File: src/rtl/pc_gen.sv
// Registered fetch-PC generator: prioritised next-PC selection, a one-entry redirect
// buffer that holds a redirect arriving during a stall, and fetch-address fault flagging.
module pc_gen #(
  parameter int               WIDTH      = 32,
  parameter logic [WIDTH-1:0] RESET_PC   = 32'h0000_3000,
  parameter logic [WIDTH-1:0] EXC_VEC    = 32'h0000_4180,
  parameter int               PC_STEP    = 4,
  parameter logic [WIDTH-1:0] TEXT_BASE  = 32'h0000_3000,
  parameter logic [WIDTH-1:0] TEXT_LIMIT = 32'h0000_6FFC
) (
  input  logic             clk,
  input  logic             reset,
  input  logic             stall,
  input  logic             req,
  input  logic             eret_en,
  input  logic [WIDTH-1:0] epc,
  input  logic             jump_en,
  input  logic [WIDTH-1:0] jump_target,
  output logic [WIDTH-1:0] pc,
  output logic [WIDTH-1:0] pc_plus8,
  output logic             fetch_fault,
  output logic             redirect_pending
);

  localparam logic [WIDTH-1:0] STEP_W  = WIDTH'(PC_STEP);
  localparam logic [WIDTH-1:0] STEP2_W = WIDTH'(2 * PC_STEP);

  logic [WIDTH-1:0] pc_q, pc_d;
  logic             pend_valid_q, pend_valid_d;
  logic             pend_is_eret_q, pend_is_eret_d;
  logic [WIDTH-1:0] pend_target_q, pend_target_d;

  // Next-state selection: exception, stall capture, ERET, jump, buffered, sequential.
  always_comb begin
    pc_d           = pc_q;
    pend_valid_d   = pend_valid_q;
    pend_is_eret_d = pend_is_eret_q;
    pend_target_d  = pend_target_q;
    if (req) begin
      pc_d         = EXC_VEC;
      pend_valid_d = 1'b0;
    end else if (stall) begin
      // A buffered ERET must not be displaced by a later jump; a buffered jump may be.
      if (eret_en) begin
        pend_valid_d   = 1'b1;
        pend_is_eret_d = 1'b1;
        pend_target_d  = epc;
      end else if (jump_en && !(pend_valid_q && pend_is_eret_q)) begin
        pend_valid_d   = 1'b1;
        pend_is_eret_d = 1'b0;
        pend_target_d  = jump_target;
      end else begin
        pend_valid_d   = pend_valid_q;
      end
    end else if (eret_en) begin
      pc_d         = epc;
      pend_valid_d = 1'b0;
    end else if (jump_en) begin
      pc_d         = jump_target;
      pend_valid_d = 1'b0;
    end else if (pend_valid_q) begin
      pc_d         = pend_target_q;
      pend_valid_d = 1'b0;
    end else begin
      pc_d         = pc_q + STEP_W;
    end
  end

  // State registers with synchronous reset taking precedence over every request.
  always_ff @(posedge clk) begin
    if (reset) begin
      pc_q           <= RESET_PC;
      pend_valid_q   <= 1'b0;
      pend_is_eret_q <= 1'b0;
      pend_target_q  <= '0;
    end else begin
      pc_q           <= pc_d;
      pend_valid_q   <= pend_valid_d;
      pend_is_eret_q <= pend_is_eret_d;
      pend_target_q  <= pend_target_d;
    end
  end

  assign pc               = pc_q;
  assign pc_plus8         = pc_q + STEP2_W;
  assign fetch_fault      = (pc_q[1:0] != 2'b00) | (pc_q < TEXT_BASE) | (pc_q > TEXT_LIMIT);
  assign redirect_pending = pend_valid_q;

endmodule
File: config.mk
export PLATFORM = sky130hd
export DESIGN_NAME = pc_gen
export DESIGN_NICKNAME = d
export VERILOG_FILES = /design/src/rtl/pc_gen.sv
export SDC_FILE = /design/constraint.sdc
export NUM_CORES = 1
export LEC_CHECK = 0
export CAP_MARGIN = 20
export CORE_AREA = 2 2 149 78
export CTS_CLUSTER_SIZE = 28
export DETAILED_ROUTE_END_ITERATION = 12
export DIE_AREA = 0 0 151 80
export MAX_ROUTING_LAYER = met4
export PLACE_DENSITY = 0.75
export SLEW_MARGIN = 20
export SYNTH_ARGS = -nofsm -noshare
export SYNTH_HDL_FRONTEND = slang
export SYNTH_SLANG_ARGS = --single-unit
File: constraint.sdc
create_clock -name clk -period 2.5 [get_ports clk]
set_input_delay 0.5 -clock clk [delete_from_list [all_inputs] [get_ports clk]]
set_output_delay 0.5 -clock clk [all_outputs]
set_load 0.005 [all_outputs]
==> impl_metrics.py <==
metrics = {
    "yosys": {
        "syn_area_um2": 4780,
        "synth_seq_cells": 66,
        "netlist_instances": 639,
        "synth_top_area_share_pct": 27.6,
        "synth_ff_type": "dfxtp_1",
        "synth_async_sr_flop_share_pct": 0,
        "yosysWarnings": 0,
        "synth_edf_count": 0,
        "synth_area_leader_cell": "dfxtp_1",
        "syn-num-nets": 711,
        "syn_avg_cell_area_um2": 7.48,
        "synthTopCellsByArea": "dfxtp_1, a21oi_1, xnor2_1",
        "ys_seq_area_share_pct": 27.6,
        "ys_types": 61,
    },
    "timing": {
        "setup_tns_ns": -0.140,
        "slew_headroom_pct": 59.4,
        "skew_ns": 0.00573,
        "slew_viol_final": 0,
        "period_needed_ns": 2.58,
        "worstMarginPinSlew_ns": 0.602,
        "hold_violations": 0,
        "layout_worst_path_cycle_share_pct": 103,
        "fmax_mhz": 388,
        "setup-violations-final": 2,
        "rsz0062_at_grt": "true",
        "setup_ws_ns": -0.0754,
    },
    "setup_path": {
        "slowest_stage": "dfxtp_4",
        "path_class": "flop to output pin",
        "cp-end-kind": "output pin",
        "cp_common_cell": "buf_6",
        "critPathMaxStageDelay_ns": 0.37,
        "path_cells": "buf_6 -> nand4_1 -> nor4_2 -> buf_4 -> buf_6 -> buf_6 -> buf_4 -> nand3_2 -> xnor2_1 -> buf_2",
        "start_kind": "flop",
        "crit_family": "buffers and inverters",
        "critPathMaxFanout": 3,
        "crit_required_ns": 2.00,
        "worstPathArrival_ns": 2.08,
        "critPathBufInv": 6,
    },
    "detailed_routing": {
        "avgViaCountPerCell": 6.10,
        "ant_nets": 0,
        "routedWlPerCell_um": 20.9,
        "drc_errors": 0,
        "first_iter_violations": 823,
        "routed_wl_um": 20600,
        "vias": 6013,
        "drtPass1Iterations": 5,
    },
    "min_path": {
        "hold_path.class": "flop to flop",
    },
    "placement": {
        "numPortBuffers": 135,
        "gp_congestion": 0.978,
        "dpl.hpwl_um": 15900,
    },
    "cts": {
        "root_buffer": "clkbuf_16",
        "cts_tree": "done",
        "clockBufferDepth": 2,
        "clk_latency_ns": 0.34,
        "clk_pin_slew_worst_paths_ns": 0.06,
        "cts_buffers": 9,
        "clkSinkCount": 66,
        "hold_buffers": 0,
        "cts_max_level": 3,
    },
    "power_and_ir_drop": {
        "power_mw": 3.26,
        "leakagePower_nw": 2.92,
        "ir_drop_uv": 329,
        "power_density_nw_per_um2": 448,
    },
    "finish": {
        "drive_gt1_share_pct": 22.4,
        "most-common-layout-cells": "clkdlybuf4s50_1, buf_4, nand2_1",
        "area_growth_pct": 52.2,
        "antenna_cells": 0,
        "nets": 908,
        "final_common_cell": "clkdlybuf4s50_1",
    },
    "die": {
        "core_area_um2": 10700,
        "fp.dieH_um": 80,
        "dieWidth_um": 151,
        "std_cell_rows": 27,
        "initial_utilization_pct": 44.5,
        "die_area_um2": 12100,
        "ios": 136,
    },
    "status": {
        "violations": "negative setup slack",
        "status": "finished, violations left",
    },
    "global_routing": {
        "grtUsageTotal_pct": 35.5,
        "grt_antenna_before_repair": 0,
        "grt_pass1_vias": 5475,
        "grt_first_pass_wirelength_um": 31500,
        "grt_overflow": 0,
        "grt_max_degree": 57,
    },
    "flow_run": {
        "drv_cap": 0,
    },
}
==> cells in the mapped netlist (4+ instances only) <==
cell      number
o21a_1         5
o21ai_0       32
xnor2_1       29
nor2b_1       10
a21oi_1       53
nand4_1       25
dfxtp_1       66
a221oi_1      10
o22ai_1        4
buf_2         16
and4_1         4
nor4_1        11
a31oi_1        6
nor2_1        62
or2_2          4
clkbuf_1      33
and3_1         8
buf_1          4
mux2i_1       24
and3b_1        4
a211oi_1      26
mux2_2         4
nand2b_1       8
nand2_1       57
xor2_1        11
inv_1         22
nand3_1       16
nor3_1        14
buf_4          7
a311oi_1      13
==> final timing paths <==
check | slack, ns | end | cells past startpoint | from
setup reg to reg | 0.13 | pc[23]$_SDFFE_PP0N_ | 10 | pc[11]$_SDFFE_PP0N_
setup / recovery | -0.08 | pc_plus8[19] | 10 | pc[8]$_SDFFE_PP0P_
hold / removal | 0.50 | pend_target_q[4]$_SDFFE_PP0P_ | 2 | pend_target_q[4]$_SDFFE_PP0P_
hold reg to reg | 0.50 | pend_target_q[4]$_SDFFE_PP0P_ | 2 | pend_target_q[4]$_SDFFE_PP0P_
==> kinds of logic after synthesis <==
| family | share of synthesized area, % |
|---|---|
| xor gates and xnor gates | 7.33 |
| buffers and inverters | 7.69 |
| AOI/OAI and AO/OA | 24.1 |
| adders and majority gates | 0.523 |
| and+or+nand+nor | 26.7 |
| DFF | 27.6 |
| muxes | 5.97 |
==> flip-flops by register name, indices dropped and copies added (netlist names), named ones only <==
signal	cells
pend_is_eret_q	1
pend_target_q	32
pc	30
redirect_pending	1
==> through the flow <==
stage / utilization (%) / cell area, um2 / std cells / setup WS [ns] / hold slack (ns)
4_1_cts: 67.2 / 7220 / 979 / -0.0962 / 0.498
5_1_grt: 67.7 / 7280 / 986 / -0.192 / 0.510
2_1_floorplan: - / 4780 / 639 / 0.240 / 0.454
3_5_place_dp: 63.0 / 6770 / 952 / -0.0373 / 0.490
6_report: 67.7 / 7280 / 986 / -0.0754 / 0.495
3_3_place_gp: 63.0 / 6770 / 952 / 0.00671 / 0.460
==> power breakdown <==
part           switching (mW)  total, mW  internal, mW
Clock                   0.492       1.32         0.825
Combinational           0.394      0.777         0.383
Sequential             0.0553       1.17          1.11
Total                   0.941       3.26          2.32
==> final cells by class <==
| class | count | area (um2) |
|---|---|---|
| Clock buffer | 12 | 256 |
| Clock inverter | 4 | 50.0 |
| Fill cell | 894 | 3470 |
| Inverter | 23 | 86.3 |
| Multi-Input combinational cell | 488 | 3180 |
| Sequential cell | 66 | 1350 |
| Tap cell | 145 | 181 |
| Timing Repair Buffer | 248 | 2180 |
==> worst min-delay path, delay by kind of cell, from the launching register on <==
family	cells	cell delay [ns]
and+or+nand+nor	1	0.09
DFF	1	0.30
AOI/OAI and AO/OA	1	0.05
==> metal layers <==
metal | share of wire (%) | GRT usage [%] | vias up
met5 | 0 | - | -
met4 | 0.76 | 5.23 | 0
met3 | 14 | 11.7 | 23
met2 | 38 | 46.5 | 411
met1 | 47 | 52.9 | 2853
li1 | - | - | 2726
==> what timing repair did <==
| action | in CTS | in global routing |
|---|---|---|
| resized for setup | 62 | 31 |
| pin swaps | 16 | 12 |
| gates cloned | 0 | 0 |
| buffers inserted | 11 | 7 |
| endpoints found under the setup margin | 24 | 17 |
Power figures use the tool's default switching activity.
